===== src/rtl/dense1_sigmoid.sv =====
// dense1_sigmoid: 3-stage PLAN sigmoid on the dense-1 stream with realigned frame markers and frame-length check
module dense1_sigmoid #(
  parameter int DATA_W = 16,
  parameter int N_ELEM = 120,
  parameter int CNT_W  = 7
) (
  input  logic              clk,
  input  logic              rst,
  input  logic              ena,
  input  logic              frame_start_in,
  input  logic              frame_end_in,
  input  logic              valid_in,
  input  logic [DATA_W-1:0] data_in,
  output logic              frame_start_out,
  output logic              frame_end_out,
  output logic              valid_out,
  output logic [DATA_W-1:0] data_out,
  output logic              len_err
);
  logic              w_s;
  logic [DATA_W-1:0] w_a;
  logic [1:0]        w_rg;
  logic [8:0]        w_y;
  logic [8:0]        w_d;
  logic [CNT_W-1:0]  w_cn;
  logic              r1_s, r1_fs, r1_fe, r1_v;
  logic [1:0]        r1_rg;
  logic [8:0]        r1_a;
  logic              r2_s, r2_fs, r2_fe, r2_v;
  logic [8:0]        r2_y;
  logic [CNT_W-1:0]  r_cnt;
  assign w_s  = data_in[DATA_W-1];
  assign w_a  = data_in == {1'b1, {(DATA_W-1){1'b0}}} ? {1'b0, {(DATA_W-1){1'b1}}} :
                w_s ? -data_in : data_in;
  assign w_rg = w_a >= DATA_W'(1280) ? 2'd3 : w_a >= DATA_W'(608) ? 2'd2 :
                w_a >= DATA_W'(256) ? 2'd1 : 2'd0;
  // r1_a keeps a[10:2]: every non-saturated region only needs those bits
  assign w_y  = r1_rg == 2'd3 ? 9'd256 :
                r1_rg == 2'd2 ? {3'b0, r1_a[8:3]} + 9'd216 :
                r1_rg == 2'd1 ? {2'b0, r1_a[7:1]} + 9'd160 :
                                {3'b0, r1_a[5:0]} + 9'd128;
  assign w_d  = r2_s ? 9'd256 - r2_y : r2_y;
  assign w_cn = r2_fs ? CNT_W'(1) : &r_cnt ? r_cnt : r_cnt + CNT_W'(1);
  always_ff @(posedge clk) begin
    if (rst) begin
      {r1_s, r1_fs, r1_fe, r1_v, r1_rg, r1_a} <= '0;
      {r2_s, r2_fs, r2_fe, r2_v, r2_y}        <= '0;
      {frame_start_out, frame_end_out, valid_out, len_err} <= '0;
      data_out <= '0;
      r_cnt    <= '0;
    end else if (ena) begin
      r1_s  <= w_s;
      r1_a  <= w_a[10:2];
      r1_rg <= w_rg;
      r1_fs <= frame_start_in;
      r1_fe <= frame_end_in;
      r1_v  <= valid_in;
      r2_s  <= r1_s;
      r2_y  <= w_y;
      r2_fs <= r1_fs;
      r2_fe <= r1_fe;
      r2_v  <= r1_v;
      data_out        <= {{(DATA_W-9){1'b0}}, w_d};
      frame_start_out <= r2_fs;
      frame_end_out   <= r2_fe;
      valid_out       <= r2_v;
      len_err         <= r2_v & r2_fe & (w_cn != CNT_W'(N_ELEM));
      if (r2_v) r_cnt <= r2_fe ? '0 : w_cn;
    end
  end
endmodule


===== config.mk =====
export PLATFORM = sky130hd
export DESIGN_NAME = dense1_sigmoid
export DESIGN_NICKNAME = d
export VERILOG_FILES = /design/src/rtl/dense1_sigmoid.sv
export SDC_FILE = /design/constraint.sdc
export NUM_CORES = 1
export LEC_CHECK = 0
export CAP_MARGIN = 5
export CORE_MARGIN = 2
export CORE_UTILIZATION = 45
export CTS_CLUSTER_SIZE = 25
export DETAILED_ROUTE_END_ITERATION = 10
export PLACE_DENSITY = 0.68
export SYNTH_ARGS = -nofsm -noshare
export SYNTH_HDL_FRONTEND = slang
export SYNTH_SLANG_ARGS = --single-unit

===== constraint.sdc =====
create_clock -name clk -period 6.6 [get_ports clk]
set_input_delay 1.65 -clock clk [delete_from_list [all_inputs] [get_ports clk]]
set_output_delay 1.65 -clock clk [all_outputs]
set_load 0.01 [all_outputs]

-- Word level (Yosys, flattened, before mapping)
Cells that the tools add are included.
- equality and inequality tests: 5
- bitwise operators: 2
- reductions and logical operators: 2
- magnitude comparators: 3
- mux-type cells: 12
- add/subtract/negate cells: 6
- operators by type and width (kind ; count):
    $mux 9 ; 4
    $mux 16 ; 2
    $mux 7 ; 3
    $add 6x8->9 const B ; 2
    $eq 16x16->1 const B ; 1
    $ge 16x10->1 const B ; 1
    $ge 16x11->1 const B ; 1
    $ge 16x9->1 const B ; 1
    $neg 16->16 ; 1
    $add 7x8->9 const B ; 1
    $sub 9x9->9 const A ; 1
    $add 7x1->7 const B ; 1
    $ne 7x7->1 const B ; 1
    $reduce_and 7->1 ; 1
    $eq 2x2->1 const B ; 2
    $mux 2 ; 2
    $and 1x1->1 ; 2
    $eq 2x1->1 const B ; 1
    $reduce_and 2->1 ; 1
    $mux 1 ; 1
- word-level logic and storage cells: 47
- output and inout bits: 20
- bits in registers: 48
- bits of input ports: 22

-- Longest topological paths before layout
- word-level depth: 7
- mapped depth: 9
- mapped depth without buffers: 8

-- Worst setup path after synthesis
OpenSTA, ideal clock, no wires.
- path type: input port to flip-flop
- start point: in data_in[0]
- end point: reg r1_rg[1]
- setup slack: 3.070 ns
- stages on the path: 9
- library setup time: 0.139 ns
- data required time: 6.461 ns
- arrival: 3.391 ns
- path buffers: 1
- cells stage by stage: inv_1 ha_1 or4b_1 clkbuf_1 nor3_1 mux2i_1 o221a_4 a2111oi_4 a311oi_1
- cells in the longest elaborated chain, start to end: 6
- elaborated cells between the ends (all ways): 8
- classes of those cells: add/sub (1); order compare (2); eq/ne (1); mux (4)
- ends and longest elaborated chain (item ; RTL line ; text):
    from (decl) ; 13 ; input logic [DATA_W-1:0] data_in,
    $neg 16->16 ; 34 ; w_s ? -data_in : data_in;
    $mux 16 ; 34 ;
    $mux 16 * ; 33 ; assign w_a = data_in == {1'b1, {(DATA_W-1){1'b0}}} ? {1'b0, {(DATA_W-1){1'b1}}} :
    $ge 16x10->1 ; 35 ; assign w_rg = w_a >= DATA_W'(1280) ? 2'd3 : w_a >= DATA_W'(608) ? 2'd2 :
    $mux 2 ; 35 ;
    $mux 2 * ; 35 ;
    to (signal assigned) ; 54 ; r1_rg <= w_rg;
    to (decl) ; 27 ; logic [1:0] r1_rg;
Mark *: on every way between the ends. The rest lies on a longest branch, timed or not.
A chain may end at the register's enable or synchronous reset.

-- Final worst setup path
- start point: in data_in[0]
- end point: reg r1_rg[0]
- cells in the longest elaborated chain, start to end: 7
- elaborated cells between the ends (all ways): 10
- classes of those cells: add/sub (1); order compare (3); eq/ne (1); mux (5)
- ends and longest elaborated chain (item ; RTL line ; text):
    $neg 16->16 ; 34 ;
    $mux 16 ; 34 ;
    $mux 16 * ; 33 ;
    $ge 16x9->1 ; 36 ; w_a >= DATA_W'(256) ? 2'd1 : 2'd0;
    $mux 1 ; 36 ;
    $mux 2 ; 35 ;
    $mux 2 * ; 35 ;
Marked as above.

==> results.py <==
metrics = {
    "synthesis": {
        "synth-seq-area-share_pct": 34.2,
        "synthFlopType": "dfxtp_1",
        "synthArstFlopShare_pct": 0,
        "synth_seq_cells": 48,
        "synth_edf_count": 0,
        "synth.distinct_cells": 51,
        "synthCells": 342,
        "netlist_area_mm2": 0.00281,
        "synth_area_per_cell_um2": 8.22,
        "yosysWarnings": 0,
    },
    "cells_and_area": {
        "final_common_cell": "nor2_1",
        "syn2layout_area_growth_pct": 15.9,
        "drive_above_1_share_pct": 6.06,
        "final_area_mm2": 0.00326,
        "fillers": 592,
        "n_antenna_cell": 0,
        "nets": 390,
        "layout_common_cells": "nor2_1 (56), dfxtp_1 (48), clkdlybuf4s50_1 (33)",
    },
    "cts": {
        "cts_setup_buffers": 0,
        "clockRootBuffer": "clkbuf_8",
        "cts_tree": "done",
        "cts_buffers": 5,
        "ctsHoldBuffers": 0,
        "clk_latency_ns": 0.30,
        "cts_buffer_depth": 2,
        "cts_num_sinks": 48,
        "cts-resized-gates": 0,
        "htree_num_levels": 2,
        "clk_pin_slew_ns": 0.09,
    },
    "sta": {
        "setup_viol": 0,
        "relSlewSlack_pct": 59.3,
        "tightest_slew_ns": 0.610,
        "fin_setup_tns_ns": 0,
        "max_freq_mhz": 255,
        "period_needed_ns": 3.92,
        "maxSlewViolCount": 0,
        "post-route-period-util_pct": 59.4,
        "timing_hold_violations_final": 0,
        "rsz0062_at_grt": "false",
        "skew_ns": 0.00597,
    },
    "power_and_ir_drop": {
        "ir_drop_mv": 0.0971,
        "pwr-share-comb_pct": 17.6,
        "power_switching_mw": 0.177,
        "powerDensity_mw_per_mm2": 200,
        "clockPowerShare_pct": 32.9,
        "power.share.switching_pct": 27.1,
        "p_leak_nw": 1.21,
        "p_int_mw": 0.475,
        "power_frac_seq_pct": 49.5,
    },
    "floorplanning": {
        "rows": 28,
        "io_pins": 42,
        "core_area_mm2": 0.00599,
        "chipHeight_um": 83.0,
        "start_util_pct": 46.9,
        "fp.dieW_um": 83.0,
        "design.die.area_mm2": 0.00689,
    },
    "drt": {
        "drcViolationCount": 0,
        "drt_wl_total_um": 5560,
        "wl_per_cell_um": 12.7,
        "routed_via_density": 5.50,
        "via_count": 2409,
        "drt_iter0_markers": 115,
        "ant_nets": 0,
        "drt-pass1-iter-count": 7,
    },
    "placement": {
        "place_area_mm2": 0.00314,
        "numPortBuffers": 34,
        "hpwl_um": 4160,
        "gp_congestion": 0.832,
    },
    "worst_setup_path": {
        "worstPathRequired_ns": 6.81,
        "path_class": "input pin to flop",
        "start_kind": "input pin",
        "critPathCaptureType": "flop",
        "arrival_ns": 4.13,
        "crit_fanout": 6,
    },
    "run_status": {
        "run_status": "finished, final reports clean",
    },
    "global_routing": {
        "grt_max_degree": 50,
        "antenna_found_initial": 0,
        "grt_pass1_vias": 2206,
        "grt-ovfl-total": 0,
        "grtUsageTotal_pct": 15.9,
        "grt_first_pass_wirelength_um": 9540,
    },
    "flow_run": {
        "max-cap-violations": 0,
    },
    "hold_path": {
        "hold_path_class": "flop to flop",
    },
}
per-stage QoR:
step	worst slack (ns)	power [mW]	utilization (%)	hold WS, ns	cells
3_5_place_dp	2.38	0.445	52.4	0.470	430
3_3_place_gp	2.50	0.441	52.4	0.458	430
6_report	2.68	0.652	54.4	0.475	438
4_1_cts	2.70	0.661	54.4	0.483	438
5_1_grt	2.53	0.685	54.4	0.510	438
2_1_floorplan	3.07	0.407	-	0.460	348
final timing paths:
path,from,end,slack (ns),cells after the start
setup / recovery,data_in[0],r1_rg[0],2.68,9
hold / removal,len_err,len_err,0.47,2
setup reg to reg,r_cnt[0],len_err,4.67,6
hold reg to reg,len_err,len_err,0.47,2
cells by family after synthesis:
kind of cell / after synthesis / share of synthesized area (%)
compound gates: 79 / 20.8
xor+xnor: 17 / 5.30
fa+ha+maj: 6 / 2.67
buf+inv: 41 / 6.41
flops: 48 / 34.2
mux: 24 / 8.59
other cells: 1 / 0.133
simple gates: 126 / 21.9
registers in the layout, indices dropped and copies added, names as in the netlist:
register and count:
data_out 9, frame_end_out 1, frame_start_out 1, len_err 1, r1_a 9, r1_fe 1
r1_fs 1, r1_rg 2, r1_s 1, r1_v 1, r2_fe 1, r2_fs 1
r2_s 1, r2_v 1, r2_y 9, r_cnt 7, valid_out 1
cell usage after synthesis (2+ instances only):
cell	instances	area, um^2
nor2_1	56	210
dfxtp_1	48	961
mux2i_1	23	230
clkbuf_1	19	71.3
nand2_1	19	71.3
o21ai_0	18	90.1
a21oi_1	15	75.1
a211oi_1	13	97.6
inv_1	12	45.0
xor2_1	10	87.6
a311oi_1	9	78.8
buf_4	7	52.6
nor4_1	7	43.8
xnor2_1	7	61.3
ha_1	6	75.1
nand3_1	6	30.0
nor3_1	6	30.0
a31oi_1	4	25.0
nand2b_1	4	25.0
nand3b_1	4	30.0
nand4_1	4	25.0
a2111oi_0	3	26.3
and3_1	3	18.8
buf_1	3	11.3
nor2b_1	3	18.8
o31ai_1	3	22.5
and2_1	2	12.5
nor4b_1	2	17.5
o41ai_1	2	17.5
or2_2	2	12.5
or3_1	2	12.5
worst max-delay path, cell delays in order:
cell	delay, ns
clkdlybuf4s50_1	0.45
inv_1	0.08
ha_1	0.20
or4b_1	0.57
nor3_1	0.24
mux2i_1	0.41
o221a_4	0.26
a2111oi_4	0.05
o32ai_1	0.22
final cells by class:
| class | count | area (um^2) | area share [%] |
|---|---|---|---|
| Timing Repair Buffer | 36 | 350 | 10.8 |
| Sequential cell | 48 | 961 | 29.5 |
| Clock buffer | 5 | 68.8 | 2.11 |
| Inverter | 12 | 45.0 | 1.38 |
| Multi-Input combinational cell | 259 | 1690 | 51.9 |
| Clock inverter | 3 | 46.3 | 1.42 |
| Tap cell | 75 | 93.8 | 2.88 |
routing by layer:
metal	vias to the layer above	global-route usage (%)	wire, um
met5	-	0	0
li1	1260	-	-
met1	1097	20.1	2690
met4	0	4.32	41
met3	7	1.89	156
met2	45	28.4	2680
power groups by stage:
stage                     clock network [mW]  registers [mW]  logic (mW)
after floorplan                            0           0.323      0.0840
after global placement                     0           0.329       0.112
after detailed placement                   0           0.330       0.115
after CTS                              0.223           0.323       0.115
after global routing                   0.231           0.326       0.128
final                                  0.214           0.323       0.115
Note: power is estimated with default switching activity, not from simulation.
